[config.mk]
export PLATFORM = sky130hd
export DESIGN_NAME = cmos_crop_decim
export DESIGN_NICKNAME = d
export VERILOG_FILES = /design/src/rtl/cmos_pkg.sv /design/src/rtl/edge_det.sv /design/src/rtl/cmos_crop_decim.sv
export SDC_FILE = /design/constraint.sdc
export NUM_CORES = 1
export LEC_CHECK = 0
export CAP_MARGIN = 20
export CORE_AREA = 2 2 117 142
export CTS_CLUSTER_SIZE = 20
export DETAILED_ROUTE_END_ITERATION = 10
export DIE_AREA = 0 0 119 144
export GPL_ROUTABILITY_DRIVEN = 0
export PLACE_DENSITY_LB_ADDON = 0.3
export SYNTH_ARGS = -nofsm -noshare
export SYNTH_HDL_FRONTEND = slang
export SYNTH_HIERARCHICAL = 1
export SYNTH_SLANG_ARGS = --single-unit
[constraint.sdc]
create_clock -name cam_pclk -period 4.45 [get_ports cam_pclk]
set_clock_uncertainty 0.15 [all_clocks]
set_input_delay 0.89 -clock cam_pclk [delete_from_list [all_inputs] [get_ports cam_pclk]]
set_output_delay 0.89 -clock cam_pclk [all_outputs]
set_load 0.01 [all_outputs]
[src/rtl/cmos_pkg.sv]
// Shared defaults and state encoding for the CMOS crop/decimate path.
package cmos_pkg;

  localparam int DATA_W_DEF = 16;
  localparam int CNT_W_DEF  = 13;

  typedef enum logic {
    WAIT_SOF = 1'b0,
    ACTIVE   = 1'b1
  } state_t;

endpackage

[src/rtl/edge_det.sv]
// Frame-sync edge detector: vsync rising edge and href falling edge, one-cycle pulses.
module edge_det (
  input  logic clk,
  input  logic rst,
  input  logic vsync,
  input  logic href,
  output logic vsync_rise,
  output logic href_fall
);

  logic vsync_q;
  logic href_q;

  // vsync history resets high so a vsync already high at reset release is not a start
  always_ff @(posedge clk) begin
    if (rst) begin
      vsync_q <= 1'b1;
      href_q  <= 1'b0;
    end else begin
      vsync_q <= vsync;
      href_q  <= href;
    end
  end

  assign vsync_rise = vsync & ~vsync_q;
  assign href_fall  = ~href & href_q;

endmodule

[src/rtl/cmos_crop_decim.sv]
// Crops a window out of the captured CMOS stream, optionally decimates 2:1 on both
// axes, and forwards surviving pixels to the SDRAM write port with frame bookkeeping.
module cmos_crop_decim
  import cmos_pkg::*;
#(
  parameter int DATA_W = DATA_W_DEF,
  parameter int CNT_W  = CNT_W_DEF
) (
  input  logic                 cam_pclk,
  input  logic                 rst,
  input  logic                 frame_vsync,
  input  logic                 frame_href,
  input  logic                 frame_valid,
  input  logic [DATA_W-1:0]    frame_data,
  input  logic [CNT_W-1:0]     cfg_x0,
  input  logic [CNT_W-1:0]     cfg_y0,
  input  logic [CNT_W-1:0]     cfg_w,
  input  logic [CNT_W-1:0]     cfg_h,
  input  logic                 cfg_decim,
  output logic                 wr_en,
  output logic [DATA_W-1:0]    wr_data,
  output logic                 frame_start,
  output logic                 frame_done,
  output logic [2*CNT_W-1:0]   out_pix_cnt
);

  localparam logic [CNT_W-1:0]   CNT_MAX = '1;
  localparam logic [2*CNT_W-1:0] PIX_MAX = '1;

  state_t state, state_nxt;

  logic vsync_rise;
  logic href_fall;

  logic [CNT_W-1:0]   h_cnt;
  logic [CNT_W-1:0]   v_cnt;
  logic [2*CNT_W-1:0] pix_cnt;

  logic [CNT_W-1:0] x0_s;
  logic [CNT_W-1:0] y0_s;
  logic [CNT_W-1:0] w_s;
  logic [CNT_W-1:0] h_s;
  logic             decim_s;

  logic start_pend;

  logic             open_frame;
  logic             close_frame;
  logic             pix_pass;
  logic [CNT_W:0]   x_end;
  logic [CNT_W:0]   y_end;
  logic             in_x;
  logic             in_y;
  logic             on_grid;

  edge_det u_edge (
    .clk        (cam_pclk),
    .rst        (rst),
    .vsync      (frame_vsync),
    .href       (frame_href),
    .vsync_rise (vsync_rise),
    .href_fall  (href_fall)
  );

  // ---------------------------------------------------------------- FSM
  always_ff @(posedge cam_pclk) begin
    if (rst) state <= WAIT_SOF;
    else     state <= state_nxt;
  end

  always_comb begin
    state_nxt   = state;
    open_frame  = 1'b0;
    close_frame = 1'b0;
    case (state)
      WAIT_SOF: begin
        if (vsync_rise) begin
          state_nxt  = ACTIVE;
          open_frame = 1'b1;
        end
      end
      ACTIVE: begin
        if (vsync_rise) begin
          close_frame = 1'b1;
          open_frame  = 1'b1;
        end
      end
      default: state_nxt = WAIT_SOF;
    endcase
  end

  // ---------------------------------------------------------------- window test
  // One extra bit on the window end so x0+w never wraps back into range.
  always_comb begin
    x_end   = {1'b0, x0_s} + {1'b0, w_s};
    y_end   = {1'b0, y0_s} + {1'b0, h_s};
    in_x    = (h_cnt >= x0_s) && ({1'b0, h_cnt} < x_end);
    in_y    = (v_cnt >= y0_s) && ({1'b0, v_cnt} < y_end);
    // parity of (cnt - origin) is just the xor of the low bits
    on_grid = ~(h_cnt[0] ^ x0_s[0]) & ~(v_cnt[0] ^ y0_s[0]);
    pix_pass = (state == ACTIVE) && frame_valid && !vsync_rise
            && in_x && in_y && (!decim_s || on_grid);
  end

  // ---------------------------------------------------------------- counters / shadow cfg
  always_ff @(posedge cam_pclk) begin
    if (rst) begin
      h_cnt   <= '0;
      v_cnt   <= '0;
      pix_cnt <= '0;
      x0_s    <= '0;
      y0_s    <= '0;
      w_s     <= '0;
      h_s     <= '0;
      decim_s <= 1'b0;
    end else if (open_frame) begin
      h_cnt   <= '0;
      v_cnt   <= '0;
      pix_cnt <= '0;
      x0_s    <= cfg_x0;
      y0_s    <= cfg_y0;
      w_s     <= cfg_w;
      h_s     <= cfg_h;
      decim_s <= cfg_decim;
    end else if (state == ACTIVE) begin
      if (href_fall) begin
        h_cnt <= '0;
        if (v_cnt != CNT_MAX) v_cnt <= v_cnt + 1'b1;
      end else if (frame_valid && h_cnt != CNT_MAX) begin
        h_cnt <= h_cnt + 1'b1;
      end
      if (pix_pass && pix_cnt != PIX_MAX) pix_cnt <= pix_cnt + 1'b1;
    end
  end

  // ---------------------------------------------------------------- outputs
  // frame_done lands the cycle after the closing vsync edge, frame_start one cycle later.
  always_ff @(posedge cam_pclk) begin
    if (rst) begin
      wr_en       <= 1'b0;
      wr_data     <= '0;
      frame_start <= 1'b0;
      frame_done  <= 1'b0;
      start_pend  <= 1'b0;
      out_pix_cnt <= '0;
    end else begin
      wr_en       <= pix_pass;
      if (pix_pass) wr_data <= frame_data;
      frame_done  <= close_frame;
      start_pend  <= close_frame;
      frame_start <= (open_frame && !close_frame) || start_pend;
      if (close_frame) out_pix_cnt <= pix_cnt;
    end
  end

endmodule

Word-level counts from Yosys, hierarchy flattened
Cells that the tools add are included.

Register bits: 153. Input bits: 74. Output and inout bits: 45. Word-level logic and storage cells: 62.

$add $sub $neg: 5. Order comparisons: 4. Eq/ne operators: 3. Multiplexer cells: 5. Bitwise operators: 9. Reductions and logical operators: 20.

Operators by type and width (count): adder 13 x 13 -> 14 bit (2); < comparator 13 x 14 -> 1 bit (2); adder 13 x 1 -> 13 bit (second input constant) (2); adder 26 x 1 -> 26 bit (second input constant) (1); greater-or-equal comparator 13 bit (2); two-way mux 13 bit (2); != test 13 bit (second input constant) (2); != test 26 bit (second input constant) (1); logical AND 1 bit (10); NOT 1 bit (4); AND reduction 2 bit (2); AND 1 bit (3); logical NOT 1 bit (3); two-way mux 1 bit (3); AND reduction 3 bit (1); logical OR 1 bit (2); nonzero test 2 bit (1); OR reduction 2 bit (1); bitwise XOR 1 bit (2).

Longest topological paths before layout
Depth after elaboration: 9. Depth in mapped cells: 19. Depth with buffers taken out: 18.

Modules after synthesis
The synthesis kept the hierarchy.

Modules (own cells, without submodules): cmos_crop_decim (times used 1, cells each 978, area each 8424.3 µm², sequential area each 3022.9 µm²); edge_det (times used 1, cells each 6, area each 65.1 µm², sequential area each 40.0 µm²).

Worst setup path after synthesis
Ideal clock, no wire load.

Path kind: flip-flop to flip-flop. Start: reg x0_s[0]. End: reg wr_data[12]. Setup time: 0.070 ns. Arrival time: 3.859 ns. Data required time: 4.230 ns. Setup slack: 0.370 ns. Stages on the path, launching flop included: 20. Buffers on the path: 2. Clock period less this slack: 4.080 ns. Path through: dfxtp_1 -> ha_1 -> fa_1 -> a21o_1 -> a21oi_1 -> nor2b_1 -> o21a_1 -> a21o_1 -> a21oi_1 -> xor2_1 -> ha_1 -> nand4_1 -> nor3_1 -> a211oi_1 -> or3_1 -> o2111ai_2 -> buf_2 -> buf_2 -> o21ai_0 -> a21oi_1.

Word-level cells in the longest chain between the ends: 6. Elaborated cells on any way between the ends: 11. Those cells by class: 1 x add/sub; 2 x order compare; 3 x bitwise; 5 x reduce/logical.

RTL lines: from (decl) (RTL line cmos_crop_decim.sv:39) `logic [CNT_W-1:0] x0_s;`; from (signal assigned) (RTL line cmos_crop_decim.sv:120) `x0_s <= cfg_x0;`; adder 13 x 13 -> 14 bit (RTL line cmos_crop_decim.sv:95) `x_end = {1'b0, x0_s} + {1'b0, w_s};`; < comparator 13 x 14 -> 1 bit (RTL line cmos_crop_decim.sv:97) `in_x = (h_cnt >= x0_s) && ({1'b0, h_cnt} < x_end);`; logical AND 1 bit (RTL line cmos_crop_decim.sv:97); logical AND 1 bit (2 in a row) (RTL line cmos_crop_decim.sv:102) `&& in_x && in_y && (!decim_s || on_grid);`; logical AND 1 bit (*) (RTL line cmos_crop_decim.sv:102); to (signal assigned) (RTL line cmos_crop_decim.sv:148) `if (pix_pass) wr_data <= frame_data;`; to (decl) (RTL line cmos_crop_decim.sv:21) `output logic [DATA_W-1:0] wr_data,`.

Mark *: on every way between the ends. The rest lies on a longest branch, timed or not. A chain may end at the register's enable or synchronous reset.

Worst setup path after layout
Start: reg x0_s[8]. End: reg pix_cnt[17].

Word-level cells in the longest chain between the ends: 8. Elaborated cells on any way between the ends: 9. Those cells by class: 1 x add/sub; 2 x order compare; 6 x reduce/logical.

RTL lines: adder 13 x 13 -> 14 bit (RTL line cmos_crop_decim.sv:95); < comparator 13 x 14 -> 1 bit (RTL line cmos_crop_decim.sv:97); logical AND 1 bit (*) (RTL line cmos_crop_decim.sv:97); logical AND 1 bit (*) (3 in a row) (RTL line cmos_crop_decim.sv:102); logical AND 1 bit (*) (RTL line cmos_crop_decim.sv:132) `if (pix_pass && pix_cnt != PIX_MAX) pix_cnt <= pix_cnt + 1'b1;`; AND reduction 2 bit (no source line) (*); to (signal assigned) (RTL line cmos_crop_decim.sv:132); to (decl) (RTL line cmos_crop_decim.sv:37) `logic [2*CNT_W-1:0] pix_cnt;`.

Marks and branches as above.

==> out/summary.txt <==
Total negative slack -> 0 ps
Layout cells sized above 1 -> 8.30%
Max_cap viols -> 0
Status -> completed
Min Tclk post-route -> 4370 ps
Fin. Hold Viols -> 0
Number of flops mapped to enable cells by yosys -> 0
Final Setup Violations -> 0
DP Wirelength -> 15300 um
Fillers -> 1278
Post-detailed-route wirelength per cell -> 17.1 um
Area of the core -> 15900 sq um
Arrival @ worst endpoint -> 4580 ps
Total detailed-routing wirelength -> 22700 um
Area after DPL -> 9820 sq um
Initial Util -> 53.4%
Max clock buf depth -> 2
Worst Path Max Fanout -> 13
Sequential Power Share -> 44.5%
Max-slew violation count -> 0
Tcrit/Tclk final -> 98.1%
DR pass1 iterations -> 5
LEAKAGE -> 3.96 nW
Post-Synth XOR/XNOR Area -> 3.61%
Max-slew headroom -> 41.7%
Fin area -> 10600 sq um
Register area share after synthesis -> 36.1%
Compound-Gate Fraction of Synth Area -> 15.7%
Synth Area in Simple Gates -> 20.7%
Clock power frac -> 43.5%
Yosys top cell by area -> dfxtp_1
First-pass GRT wire length -> 36100 um
Largest family of logic cells by synthesized area -> simple AND/OR/NAND/NOR gates
Switching Share -> 26.1%
Root Driver -> clkbuf_16
Yosys top cell area share -> 36.1%
Latest clock arrival within the worst-skew pair -> 430 ps
Vias in the first global route -> 7421
NetSw -> 0.826 mW
Async SR Flop Fraction -> 0%
Slew @ Worst Pin -> 872 ps
Clk pin slew, worst setup/hold paths -> 70 ps
WP data required -> 4660 ps
CTS Buf Count -> 17
Synth Register Bits -> 153
Synth unique cells -> 67
Adder-cell share of the synthesized area -> 12.1%
Post-Syn Area -> 8490 sq um
Initial antenna violation count -> 1
Syn Nets -> 1139
Critical path type -> reg2reg
Vias -> 7765
Combinational Power Share -> 12.0%
F_max -> 229 MHz
Area growth, synth to finish -> 25.4%
Cell Int Power -> 2.34 mW
Antenna-violating nets left -> 0
Via/cell ratio -> 5.87
Io pins -> 119
Final WS setup -> 83.2 ps
Post-synth top cells -> dfxtp_1 (153), nor2_1 (100), nand2_1 (98), ha_1 (79), a21oi_1 (78)
Die Y -> 144 um
Initial DRC count -> 615
Syn avg cell area -> 8.63 sq um
Worst hold path class -> reg2reg
Power Dens Cells -> 297 nW/um^2
Post-synthesis mux area share -> 7.55%
CTS sink cnt -> 153
Total global routing overflow -> 0
Final #Nets -> 1252
Largest net degree at the start of global routing -> 73
Peak supply drop -> 0.000274 V
Setup crit start kind -> register
CTS tree -> built
H-tree depth -> 4
Cells after Synth -> 984
Top-count cell post-synth -> dfxtp_1
Port bufs -> 118
Placement row count -> 51
Most used DFF post-synth -> dfxtp_1
Area contributors post-synth -> dfxtp_1 (36%), ha_1 (12%), mux2i_1 (7.5%)
Die footprint -> 17100 sq um
Endpoint class of the critical path -> register
Die Wd -> 119 um
Post-Place Setup Slack -> 84.0 ps
Syn. warnings -> 6
DRC -> 0
Total GRT Usage -> 25.9%
==> worst paths after layout <==
check | startpoint | to | slack (ps) | cells after the start
setup / recovery | x0_s[8] | pix_cnt[17] | 80 | 16
hold / removal | out_pix_cnt[13] | out_pix_cnt[13] | 310 | 2
setup reg to reg | x0_s[8] | pix_cnt[17] | 80 | 16
hold reg to reg | out_pix_cnt[13] | out_pix_cnt[13] | 310 | 2
==> routing by layer <==
| metal | global-route usage (%) | up-vias | share of wire, % | wire, um |
|---|---|---|---|---|
| met4 | 8.40 | 0 | 2.3 | 521 |
| met5 | 0 | - | 0 | 0 |
| met2 | 44.8 | 266 | 49 | 11000 |
| met1 | 32.5 | 3692 | 44 | 10000 |
| met3 | 4.89 | 45 | 4.8 | 1100 |
| li1 | - | 3762 | - | - |
==> layout make-up <==
type,instances,area (sq um),area share (%)
multi-input combinational,746,5200,48.9
sequential,153,3060,28.8
timing repair buffer,138,1410,13.2
clock buffer,19,433,4.07
tap,212,265,2.49
inverter,41,154,1.45
clock inverter,12,116,1.09
antenna,1,2.50,0.0235
==> worst max-delay path: stages, from the launching register on <==
cell and delay, ps:
dfxtp_1 340, ha_1 360, a21o_1 190, a21oi_1 310
a21boi_0 220, o31a_1 340, or2_2 310, ha_1 230
nor4_4 220, o21ai_1 130, a211oi_2 260, or3_4 190
o2111ai_4 170, buf_12 220, clkbuf_16 170, or3_1 340
a21oi_1 150
==> kinds of logic (layout without fill, tap and decap cells) <==
group / Yosys count / after routing
mux: 64 / 64
simple gates: 358 / 359
buf+inv: 86 / 210
flops: 153 / 153
fa+ha+maj: 81 / 81
compound gates: 207 / 207
other cells: 0 / 1
xor+xnor: 35 / 35
==> through the flow <==
step | instances | util (%) | total power, mW | hold slack (ps)
2_1_floorplan | 984 | - | 1.65 | 299
3_3_place_gp | 1277 | 61.8 | 1.77 | 296
3_5_place_dp | 1277 | 61.8 | 1.78 | 299
4_1_cts | 1308 | 65.2 | 3.14 | 311
5_1_grt | 1321 | 67.0 | 3.27 | 331
6_report | 1322 | 67.0 | 3.16 | 306
==> power by group through the flow <==
stage	clock (mW)	sequential, mW	combinational [mW]
detailed placement	0	1.44	0.340
CTS	1.39	1.41	0.344
floorplan	0	1.43	0.221
global placement	0	1.44	0.334
global route	1.45	1.41	0.414
finish	1.38	1.41	0.381
==> timing repair <==
item                       CTS  global route
hold buffers                 0             0
setup endpoints to repair    0            43
setup buffers                0             8
resized for setup            0            25
==> sequential cells by signal, summed over array words and instances (netlist names), 13 cells and up <==
register	count
w_s	13
h_s	13
pix_cnt	26
y0_s	13
h_cnt	13
wr_data	16
v_cnt	13
out_pix_cnt	26
x0_s	13
==> layout by cell type (no fill, tap or decap), types with 6 or more instances in the layout <==
cell type        count
a21o_1               9
a21oi_1             74
and4_1               6
buf_4               15
clkbuf_16           20
clkdlybuf4s50_1    117
dfxtp_1            153
ha_1                77
inv_1               41
mux2i_1             64
nand2_1             98
nand3_1             36
nand4_1             17
nor2_1             100
nor2b_1              6
nor3_1              13
nor4_1               9
o211ai_1             6
o21ai_0             46
o41ai_1              6
or2_2                8
or3_1               26
xnor2_1             13
xor2_1              22
Note: power is estimated with default switching activity, not from simulation.
